**config.mk**
```make
export PLATFORM = sky130hd
export DESIGN_NAME = tan_job_sequencer
export DESIGN_NICKNAME = d
export VERILOG_FILES = /design/src/rtl/tan_seq_pkg.sv /design/src/rtl/tan_seq_fifo.sv /design/src/rtl/tan_job_sequencer.sv
export SDC_FILE = /design/constraint.sdc
export NUM_CORES = 1
export LEC_CHECK = 0
export ABC_AREA = 1
export BUFFER_PORTS_ARGS = -buffer_cell sky130_fd_sc_hd__buf_2
export CORE_UTILIZATION = 30
export CTS_CLUSTER_DIAMETER = 80
export DETAILED_ROUTE_END_ITERATION = 6
export RECOVER_POWER = 100
export SYNTH_ARGS = -nofsm -noshare
export SYNTH_HDL_FRONTEND = slang
export SYNTH_SLANG_ARGS = --single-unit
```
**constraint.sdc**
```tcl
create_clock -name clk -period 6.2 [get_ports clk]
set_input_delay 1.24 -clock clk [delete_from_list [all_inputs] [get_ports clk]]
set_output_delay 1.24 -clock clk [all_outputs]
set_load 0.02 [all_outputs]
```
**src/rtl/tan_seq_pkg.sv**
```systemverilog
// Shared types and angle constants for the tan job sequencer.
// The constants are 16-bit fractions of a radian (value = x * 2^-16).
package tan_seq_pkg;

    typedef enum logic [1:0] {
        IDLE    = 2'd0,
        LAUNCH  = 2'd1,
        WAIT    = 2'd2,
        CAPTURE = 2'd3
    } seq_state_t;

    localparam logic [15:0] ANGLE_PI_4 = 16'hC90F;
    localparam logic [15:0] ANGLE_PI_8 = 16'h6487;
    localparam logic [15:0] SAT_ONE    = 16'hFFFF;

endpackage

```
**src/rtl/tan_seq_fifo.sv**
```systemverilog
// Synchronous FIFO with an occupancy count, used to queue angles ahead of the tan core.
// A push while full is dropped even when a pop happens in the same cycle.
module tan_seq_fifo #(
    parameter int DEPTH = 4,
    parameter int DW    = 17
) (
    input  logic                    clk,
    input  logic                    rst,
    input  logic                    i_push,
    input  logic [DW-1:0]           i_data,
    input  logic                    i_pop,
    output logic [DW-1:0]           o_head,
    output logic [$clog2(DEPTH):0]  o_level,
    output logic                    o_full,
    output logic                    o_empty
);
    localparam int AW = $clog2(DEPTH);

    logic [DW-1:0]  r_mem [DEPTH];
    logic [AW-1:0]  r_wptr;
    logic [AW-1:0]  r_rptr;
    logic [AW:0]    r_level;
    logic           w_do_push;
    logic           w_do_pop;

    // Full/empty come only from the registered level so in_ready never depends on a pop.
    assign o_full    = (r_level == (AW+1)'(DEPTH));
    assign o_empty   = (r_level == '0);
    assign w_do_push = i_push && !o_full;
    assign w_do_pop  = i_pop && !o_empty;
    assign o_head    = r_mem[r_rptr];
    assign o_level   = r_level;

    always_ff @(posedge clk) begin
        if (w_do_push) begin
            r_mem[r_wptr] <= i_data;
        end
    end

    always_ff @(posedge clk) begin
        if (!rst) begin
            r_wptr  <= '0;
            r_rptr  <= '0;
            r_level <= '0;
        end else begin
            if (w_do_push) begin
                r_wptr <= r_wptr + AW'(1);
            end
            if (w_do_pop) begin
                r_rptr <= r_rptr + AW'(1);
            end
            case ({w_do_push, w_do_pop})
                2'b10:   r_level <= r_level + (AW+1)'(1);
                2'b01:   r_level <= r_level - (AW+1)'(1);
                default: r_level <= r_level;
            endcase
        end
    end

endmodule

```
**src/rtl/tan_job_sequencer.sv**
```systemverilog
// Feeds queued angles to the tan core one job at a time and returns (angle, tan) result pulses.
// Build macro TAN_RANGE_CLAMP_EN clamps angles above pi/4 at push time and saturates their results.
module tan_job_sequencer
    import tan_seq_pkg::*;
#(
    parameter int DEPTH      = 4,
    parameter int W          = 16,
    parameter int START_HOLD = 8,
    parameter int TIMEOUT    = 4095
) (
    input  logic                    clk,
    input  logic                    rst,
    input  logic                    in_valid,
    input  logic [W-1:0]            in_data,
    output logic                    in_ready,
    output logic                    core_start,
    output logic [W-1:0]            core_x,
    input  logic                    core_busy,
    input  logic                    core_ready,
    input  logic [W-1:0]            core_y,
    output logic                    res_valid,
    output logic [W-1:0]            res_x,
    output logic [W-1:0]            res_y,
    output logic [$clog2(DEPTH):0]  level,
    output logic                    err_start,
    output logic                    err_timeout
);
    localparam int CMAX = (TIMEOUT > START_HOLD) ? TIMEOUT : START_HOLD;
    localparam int CW   = $clog2(CMAX + 1);

    seq_state_t     r_state;
    seq_state_t     w_next;
    logic [CW-1:0]  r_cnt;
    logic [W:0]     w_push_data;
    logic [W:0]     w_head;
    logic           w_full;
    logic           w_empty;
    logic           w_pop;
    logic           w_launch;
    logic           w_done;
    logic           w_err_start_set;
    logic           w_err_timeout_set;
    logic [W-1:0]   r_core_x;
    logic           r_flag;
    logic           r_res_valid;
    logic [W-1:0]   r_res_x;
    logic [W-1:0]   r_res_y;
    logic           r_err_start;
    logic           r_err_timeout;

`ifdef TAN_RANGE_CLAMP_EN
    logic w_clamp;
    assign w_clamp     = (in_data > W'(ANGLE_PI_4));
    assign w_push_data = w_clamp ? {1'b1, W'(ANGLE_PI_4)} : {1'b0, in_data};
`else
    assign w_push_data = {1'b0, in_data};
`endif

    tan_seq_fifo #(
        .DEPTH (DEPTH),
        .DW    (W + 1)
    ) u_fifo (
        .clk     (clk),
        .rst     (rst),
        .i_push  (in_valid),
        .i_data  (w_push_data),
        .i_pop   (w_pop),
        .o_head  (w_head),
        .o_level (level),
        .o_full  (w_full),
        .o_empty (w_empty)
    );

    always_comb begin
        w_next            = r_state;
        w_pop             = 1'b0;
        w_launch          = 1'b0;
        w_done            = 1'b0;
        w_err_start_set   = 1'b0;
        w_err_timeout_set = 1'b0;
        case (r_state)
            IDLE: begin
                // A core still busy from before our reset must finish before we start it again.
                if (!w_empty && !core_busy) begin
                    w_next   = LAUNCH;
                    w_launch = 1'b1;
                end
            end
            LAUNCH: begin
                if (core_busy) begin
                    w_next = WAIT;
                end else if (r_cnt == CW'(START_HOLD - 1)) begin
                    w_err_start_set = 1'b1;
                    w_pop           = 1'b1;
                    w_next          = IDLE;
                end
            end
            WAIT: begin
                if (!core_busy && core_ready) begin
                    w_done = 1'b1;
                    w_next = CAPTURE;
                end else if (r_cnt == CW'(TIMEOUT - 1)) begin
                    w_err_timeout_set = 1'b1;
                    w_pop             = 1'b1;
                    w_next            = IDLE;
                end
            end
            CAPTURE: begin
                w_pop  = 1'b1;
                w_next = IDLE;
            end
            default: w_next = IDLE;
        endcase
    end

    // The cycle counter restarts on every state change so LAUNCH and WAIT each get their own budget.
    always_ff @(posedge clk) begin
        if (!rst) begin
            r_state <= IDLE;
            r_cnt   <= '0;
        end else begin
            r_state <= w_next;
            if (w_next != r_state || r_state == IDLE) begin
                r_cnt <= '0;
            end else begin
                r_cnt <= r_cnt + CW'(1);
            end
        end
    end

    always_ff @(posedge clk) begin
        if (!rst) begin
            r_core_x      <= '0;
            r_flag        <= 1'b0;
            r_res_valid   <= 1'b0;
            r_res_x       <= '0;
            r_res_y       <= '0;
            r_err_start   <= 1'b0;
            r_err_timeout <= 1'b0;
        end else begin
            if (w_launch) begin
                r_core_x <= w_head[W-1:0];
                r_flag   <= w_head[W];
            end
            r_res_valid <= w_done;
            if (w_done) begin
                r_res_x <= r_core_x;
                r_res_y <= r_flag ? W'(SAT_ONE) : core_y;
            end
            if (w_err_start_set) begin
                r_err_start <= 1'b1;
            end
            if (w_err_timeout_set) begin
                r_err_timeout <= 1'b1;
            end
        end
    end

    assign in_ready    = !w_full;
    assign core_start  = (r_state == LAUNCH);
    assign core_x      = r_core_x;
    assign res_valid   = r_res_valid;
    assign res_x       = r_res_x;
    assign res_y       = r_res_y;
    assign err_start   = r_err_start;
    assign err_timeout = r_err_timeout;

endmodule

```
# Word-level counts from Yosys, hierarchy flattened
# Memory sizes are Yosys's and may differ from the RTL's. A register that Yosys moved wholly into a read port is not among the register bits.
# Index checks and enable logic that the tools add are counted.
# Widths: inputs -> output; s select.
[totals]
ramBits = 64
register_bits = 57
mem_count = 1
wordCells = 61
out_inout_bits = 56
in_bits = 37
[classes]
bitwise_logic = 1
n_addsub = 5
reduce_logical = 13
muxes = 21
n_eq_ne = 9
[mem_list]
columns = ["name", "depth", "word_bits", "read_ports", "rd_clocked_by_memory_dff", "write_ports", "line_no", "source"]
rows = [
  ["u_fifo.r_mem", 4, 16, 1, 1, 1, "tan_seq_fifo.sv:19", "logic [DW-1:0] r_mem [DEPTH];"],
]
[op_table]
columns = ["operator", "n"]
rows = [
  ["$mux 16", 1],
  ["$add 12x1->12 const B", 1],
  ["$eq 12x12->1 const B", 1],
  ["$eq 12x3->1 const B", 1],
  ["$mux 1", 12],
  ["$mux 2", 5],
  ["$pmux 2 s4", 1],
  ["$eq 2x2->1 const B", 3],
  ["$pmux 3 s2", 1],
  ["$add 2x1->2 const B", 2],
  ["$eq 2x1->1 const B", 2],
  ["$logic_and 1x1->1", 4],
  ["$logic_not 1->1", 4],
  ["$add 3x1->3 const B", 1],
  ["$eq 3x3->1 const B", 1],
  ["$logic_not 3->1", 1],
  ["$pmux 1 s3", 1],
  ["$sub 3x1->3 const B", 1],
  ["$logic_not 2->1", 1],
  ["$ne 2x2->1", 1],
  ["$reduce_bool 2->1", 1],
  ["$reduce_or 2->1", 1],
  ["$logic_or 1x1->1", 1],
  ["$not 1->1", 1],
]

# Longest topological paths before layout
[logic_depth]
word_depth = 8
mapped_depth = 17
mapped_depth_nobuf = 17

# Hierarchy
# From an unflattened synthesis, not the netlist that was laid out.
[hier_totals]
cells_unflattened = 571
hier_area_um2 = 5669.2
[modules_own_cells]
columns = ["module", "instances", "cells_each", "area_per_inst_um2", "seq_area_each_um2"]
rows = [
  ["tan_seq_fifo", 1, 234, 3083.0, 2222.1],
  ["tan_job_sequencer", 1, 337, 2586.2, 1321.3],
]

# Worst setup path before layout
# OpenSTA, ideal clock, no wires.
[synth_timing]
path_type = "input to register"
start = "input core_busy"
end = "register u_fifo.r_level[2], in the netlist u_fifo.o_level[2]"
setup_time_ns = 0.122
stages = 17
setup_slack_ns = 3.267
n_path_buf = 0
t_arrival_ns = 2.811
t_required_ns = 6.078
path_cell_list = "inv_1 -> nand2_1 -> nand2_1 -> nor2_1 -> nand2_2 -> nand2_1 -> nand2_1 -> nand2_2 -> nand2_2 -> inv_1 -> ha_1 -> inv_1 -> fa_1 -> a21oi_1 -> o21ai_0 -> o21ai_0 -> a21oi_1"
[synth_between]
elab_chain_cells = 7
word_cells_on_any_way = 10
cone_classes = "eq/ne: 2; mux: 4; reduce/logical: 4"
[synth_lines]
columns = ["element", "line_no", "source"]
rows = [
  ["start: declaration", "tan_job_sequencer.sv:18", "input logic core_busy,"],
  ["$logic_not 1->1", "tan_job_sequencer.sv:99", "if (!core_busy && core_ready) begin"],
  ["$logic_and 1x1->1", "tan_job_sequencer.sv:99", ""],
  ["$mux 1", "tan_job_sequencer.sv:99", ""],
  ["$pmux 1 s3 *", "tan_job_sequencer.sv:81", "case (r_state)"],
  ["$logic_and 1x1->1 *", "tan_seq_fifo.sv:30", "assign w_do_pop = i_pop && !o_empty;"],
  ["net u_fifo.w_do_pop", "tan_seq_fifo.sv:24", "logic w_do_pop;"],
  ["$eq 2x1->1 or $eq 2x2->1 (tied branches)", "tan_seq_fifo.sv:52", "case ({w_do_push, w_do_pop})"],
  ["$pmux 3 s2 or $reduce_bool 2->1 (tied branches)", "--", ""],
  ["end signal: assignment", "tan_seq_fifo.sv:53", "2'b10: r_level <= r_level + (AW+1)'(1);"],
  ["end signal: assignment", "tan_seq_fifo.sv:54", "2'b01: r_level <= r_level - (AW+1)'(1);"],
  ["end signal: assignment", "tan_seq_fifo.sv:55", "default: r_level <= r_level;"],
  ["end: declaration", "tan_seq_fifo.sv:22", "logic [AW:0] r_level;"],
]
# Mark *: on every way through the listed nets, which the timed path passes. The rest lies on a longest branch.
# A chain may end at the register's enable or synchronous reset.

# Worst setup path in the final report
[layout_timing]
start = "input rst"
end = "register r_cnt[0]"
[layout_between]
elab_chain_cells = 2
[layout_lines]
columns = ["element", "line_no", "source"]
rows = [
  ["start: declaration", "tan_job_sequencer.sv:12", "input logic rst,"],
  ["$not 1->1 (no source line)", "--", ""],
  ["$reduce_or 2->1 (no source line)", "--", ""],
  ["end signal: assignment", "tan_job_sequencer.sv:126", "r_cnt <= r_cnt + CW'(1);"],
  ["end: declaration", "tan_job_sequencer.sv:33", "logic [CW-1:0] r_cnt;"],
]
# No other way between the ends.

==> impl_metrics.tcl <==
set metrics [dict create \
    outcome "finished, violations left" \
    violations "capacitance limit, slew limit" \
    hold_viol 0 \
    met2_length_um 5780 \
    vias 3919 \
    routed-wl-met3_um 730 \
    grtUsageTotal_pct 13.8 \
    ant_nets 0 \
    fin_tns_setup_ns 0 \
    r2r_start "r_cnt[1]" \
    ios 93 \
    start_util_pct 31.2 \
    wl_met1_um 5210 \
    power_leakage_nw 2.43 \
    root_buffer "clkbuf_16" \
    cp-start-kind "input port" \
    wl_um 11900 \
    worst_ep_required_time_ns 6.54 \
    path_max_fanout 57 \
    clock_path_buffers 2 \
    cts-resized-gates 0 \
    power_density_nw_per_um2 327 \
    rows 47 \
    hold_buffers 0 \
    critPathCaptureType "flip-flop" \
    post_cts_buffers 0 \
    worstPathCellList "clkbuf_1, inv_1, a21oi_1, nand3_1, nor2_1" \
    worstMarginPinSlew_ns 2.24 \
    num-fill-cells 1703 \
    dieArea_um2 18000 \
    p_int_mw 1.59 \
    p_clk_share_pct 45.8 \
    grt_pass1_vias 3772 \
    period_needed_ns 3.92 \
    hp-class "reg2reg" \
    syn_avg_cell_area_um2 9.91 \
    drive_gt1_share_pct 12.0 \
    clk_latency_ns 0.42 \
    die_x_um 134 \
    cts_tree "yes" \
    cp.arrival_ns 4.26 \
    power_mw 2.09 \
    ys_seq_area_share_pct 64.1 \
    min_period_over_period_pct 63.3 \
    highest_layer "met5" \
    diodes 0 \
    drc_errors 0 \
    max_cap_viol_count 1 \
    critPathLaunch "rst" \
    io_buffers 92 \
    rsz0062_at_grt "false" \
    via_per_inst 4.59 \
    p_seq_share_pct 48.0 \
    synth_seq_cells 136 \
    final_nets 666 \
    placed_cell_area_um2 5910 \
    die_y_um 134 \
    avgRoutedWirePerCell_um 13.9 \
    netlist_area_um2 5250 \
    seq_area_um2 3360 \
    hpwl_um 7680 \
    critical_path.slowest_cell "clkbuf_1" \
    finalMaxSlewViolations 58 \
    synth_flop_cell "dfxtp_1" \
    slew-limit-headroom_pct -49.6 \
    core-area_um2 16800 \
    area_growth_pct 21.6 \
    synth_fp_nets 574 \
    synth_edf_count 64 \
    clk_pin_slew_ns 0.06 \
    final-setup-viol-count 0 \
    drt_iter0_drc 206 \
    drt_first_pass_iters 4 \
    cts_sinks 136 \
    criticalPathCategory "in2reg" \
    clock.fmax_mhz 255 \
    cts_buffers 17 \
    switching_share_pct 23.6 \
    grt-ovfl-total 0 \
    holdCritStartpoint "r_cnt[0]" \
    p_switching_uw 491 \
    synth_warnings 0 \
    async_flop_share_pct 0 \
    ir_worst_vdd_mv 0.160 \
    ys_types 26 \
    synthCells 529 \
    max_stage_delay_ns 1.56 \
    power_frac_comb_pct 6.1 \
    grt_max_degree 58 \
    place_congestion 0.823 \
    finalClockSkew_ns 0.0114 \
    h-tree-depth 4 \
    multi_input_area_um2 1630 \
    antenna_found_initial 1 \
    fin_area_um2 6380 \
    grt_pass1_wl_um 18600 \
]
==> layout by cell type, fill, tap and decap left out, types with 4 or more instances in the layout <==
cell type / synthesis / layout
a21oi_1: 10 / 10
a31oi_1: 16 / 16
buf_2: 11 / 19
clkbuf_1: 14 / 78
clkbuf_16: 0 / 17
dfxtp_1: 72 / 72
edfxtp_1: 64 / 64
ha_1: 7 / 7
inv_1: 31 / 31
inv_6: 0 / 4
nand2_1: 24 / 24
nand3_1: 7 / 8
nor2_1: 143 / 143
nor2_2: 14 / 14
o21ai_0: 81 / 87
xor2_1: 9 / 9
==> cell usage after synthesis (2+ instances only) <==
| cell | instances | area [um^2] |
|---|---|---|
| xor2_1 | 9 | 78.8 |
| buf_2 | 11 | 55.1 |
| dfxtp_1 | 72 | 1440 |
| ha_1 | 7 | 87.6 |
| nor2_1 | 143 | 537 |
| a21oi_1 | 10 | 50.1 |
| o21ai_1 | 6 | 30.0 |
| a31oi_1 | 16 | 100 |
| edfxtp_1 | 64 | 1920 |
| o21ai_0 | 81 | 405 |
| nor3_1 | 3 | 15.0 |
| nor2_2 | 14 | 87.6 |
| nand3_2 | 2 | 20.0 |
| xnor2_1 | 2 | 17.5 |
| nand2_2 | 3 | 18.8 |
| clkbuf_1 | 14 | 52.6 |
| inv_1 | 31 | 116 |
| nand2_1 | 24 | 90.1 |
| nand4_1 | 2 | 12.5 |
| inv_2 | 3 | 11.3 |
| nand3_1 | 7 | 35.0 |
==> cell families (layout without fill, tap and decap cells) <==
kind of cell	after synthesis	after routing	share of synthesized area, %
xor gates and xnor gates	11	11	1.84
and+or+nand+nor	199	199	15.7
adders and majority gates	8	8	2.05
AOI/OAI and AO/OA	115	115	11.5
DFF	136	136	64.1
buffers and inverters	60	165	4.70
==> per-stage QoR <==
stage	util (%)	std cells	hold slack, ns	setup slack (ns)
after global placement	35.2	822	0.428	3.03
after floorplan	-	529	0.417	3.27
after CTS	38.6	854	0.454	3.42
after global routing	37.9	854	0.469	1.85
after detailed placement	35.2	822	0.445	2.98
final	37.9	854	0.449	2.28
==> layer usage <==
layer  vias up  track usage (%)
met5         -                0
met4         2             6.55
met3        17             4.84
met2       100             22.9
met1      1843             15.8
li1       1957                -
==> registers in the layout, summed over array words and instances (netlist names) <==
name	flops
u_fifo.r_mem	64
core_x	16
res_x	16
res_y	16
r_cnt	12
u_fifo.o_level	3
r_state	2
u_fifo.r_rptr	2
u_fifo.r_wptr	2
err_start	1
err_timeout	1
res_valid	1
==> path summary, 6_finish.rpt <==
path	endpoint	slack (ns)	cells past startpoint
setup / recovery	r_cnt[0]	2.28	5
hold reg to reg	r_cnt[0]	0.45	1
hold / removal	r_cnt[0]	0.45	1
setup reg to reg	u_fifo.o_level[2]	3.74	14
==> cell type report <==
class | instances | share of cell area, %
inverters | 34 | 2.00
clock buffers | 20 | 7.16
clock inverters | 12 | 1.82
multi-input cells | 333 | 25.6
repair buffers | 99 | 6.38
flip-flops and latches | 136 | 52.7
well taps | 220 | 4.32
==> critical path: cells and delay by family <==
family / cells / cell delay (ns)
buffers and inverters: 2 / 2.01
AOI/OAI and AO/OA: 1 / 0.25
and+or+nand+nor: 2 / 0.75
==> power groups by stage <==
| stage | registers, mW | clock network (mW) | logic, mW |
|---|---|---|---|
| finish | 1.00 | 0.956 | 0.128 |
| detailed placement | 1.02 | 0 | 0.137 |
| floorplan | 1.03 | 0 | 0.0634 |
| global route | 1.00 | 1.02 | 0.144 |
| CTS | 1.00 | 0.975 | 0.138 |
| global placement | 1.02 | 0 | 0.133 |
(Power assumes the default switching activity.)
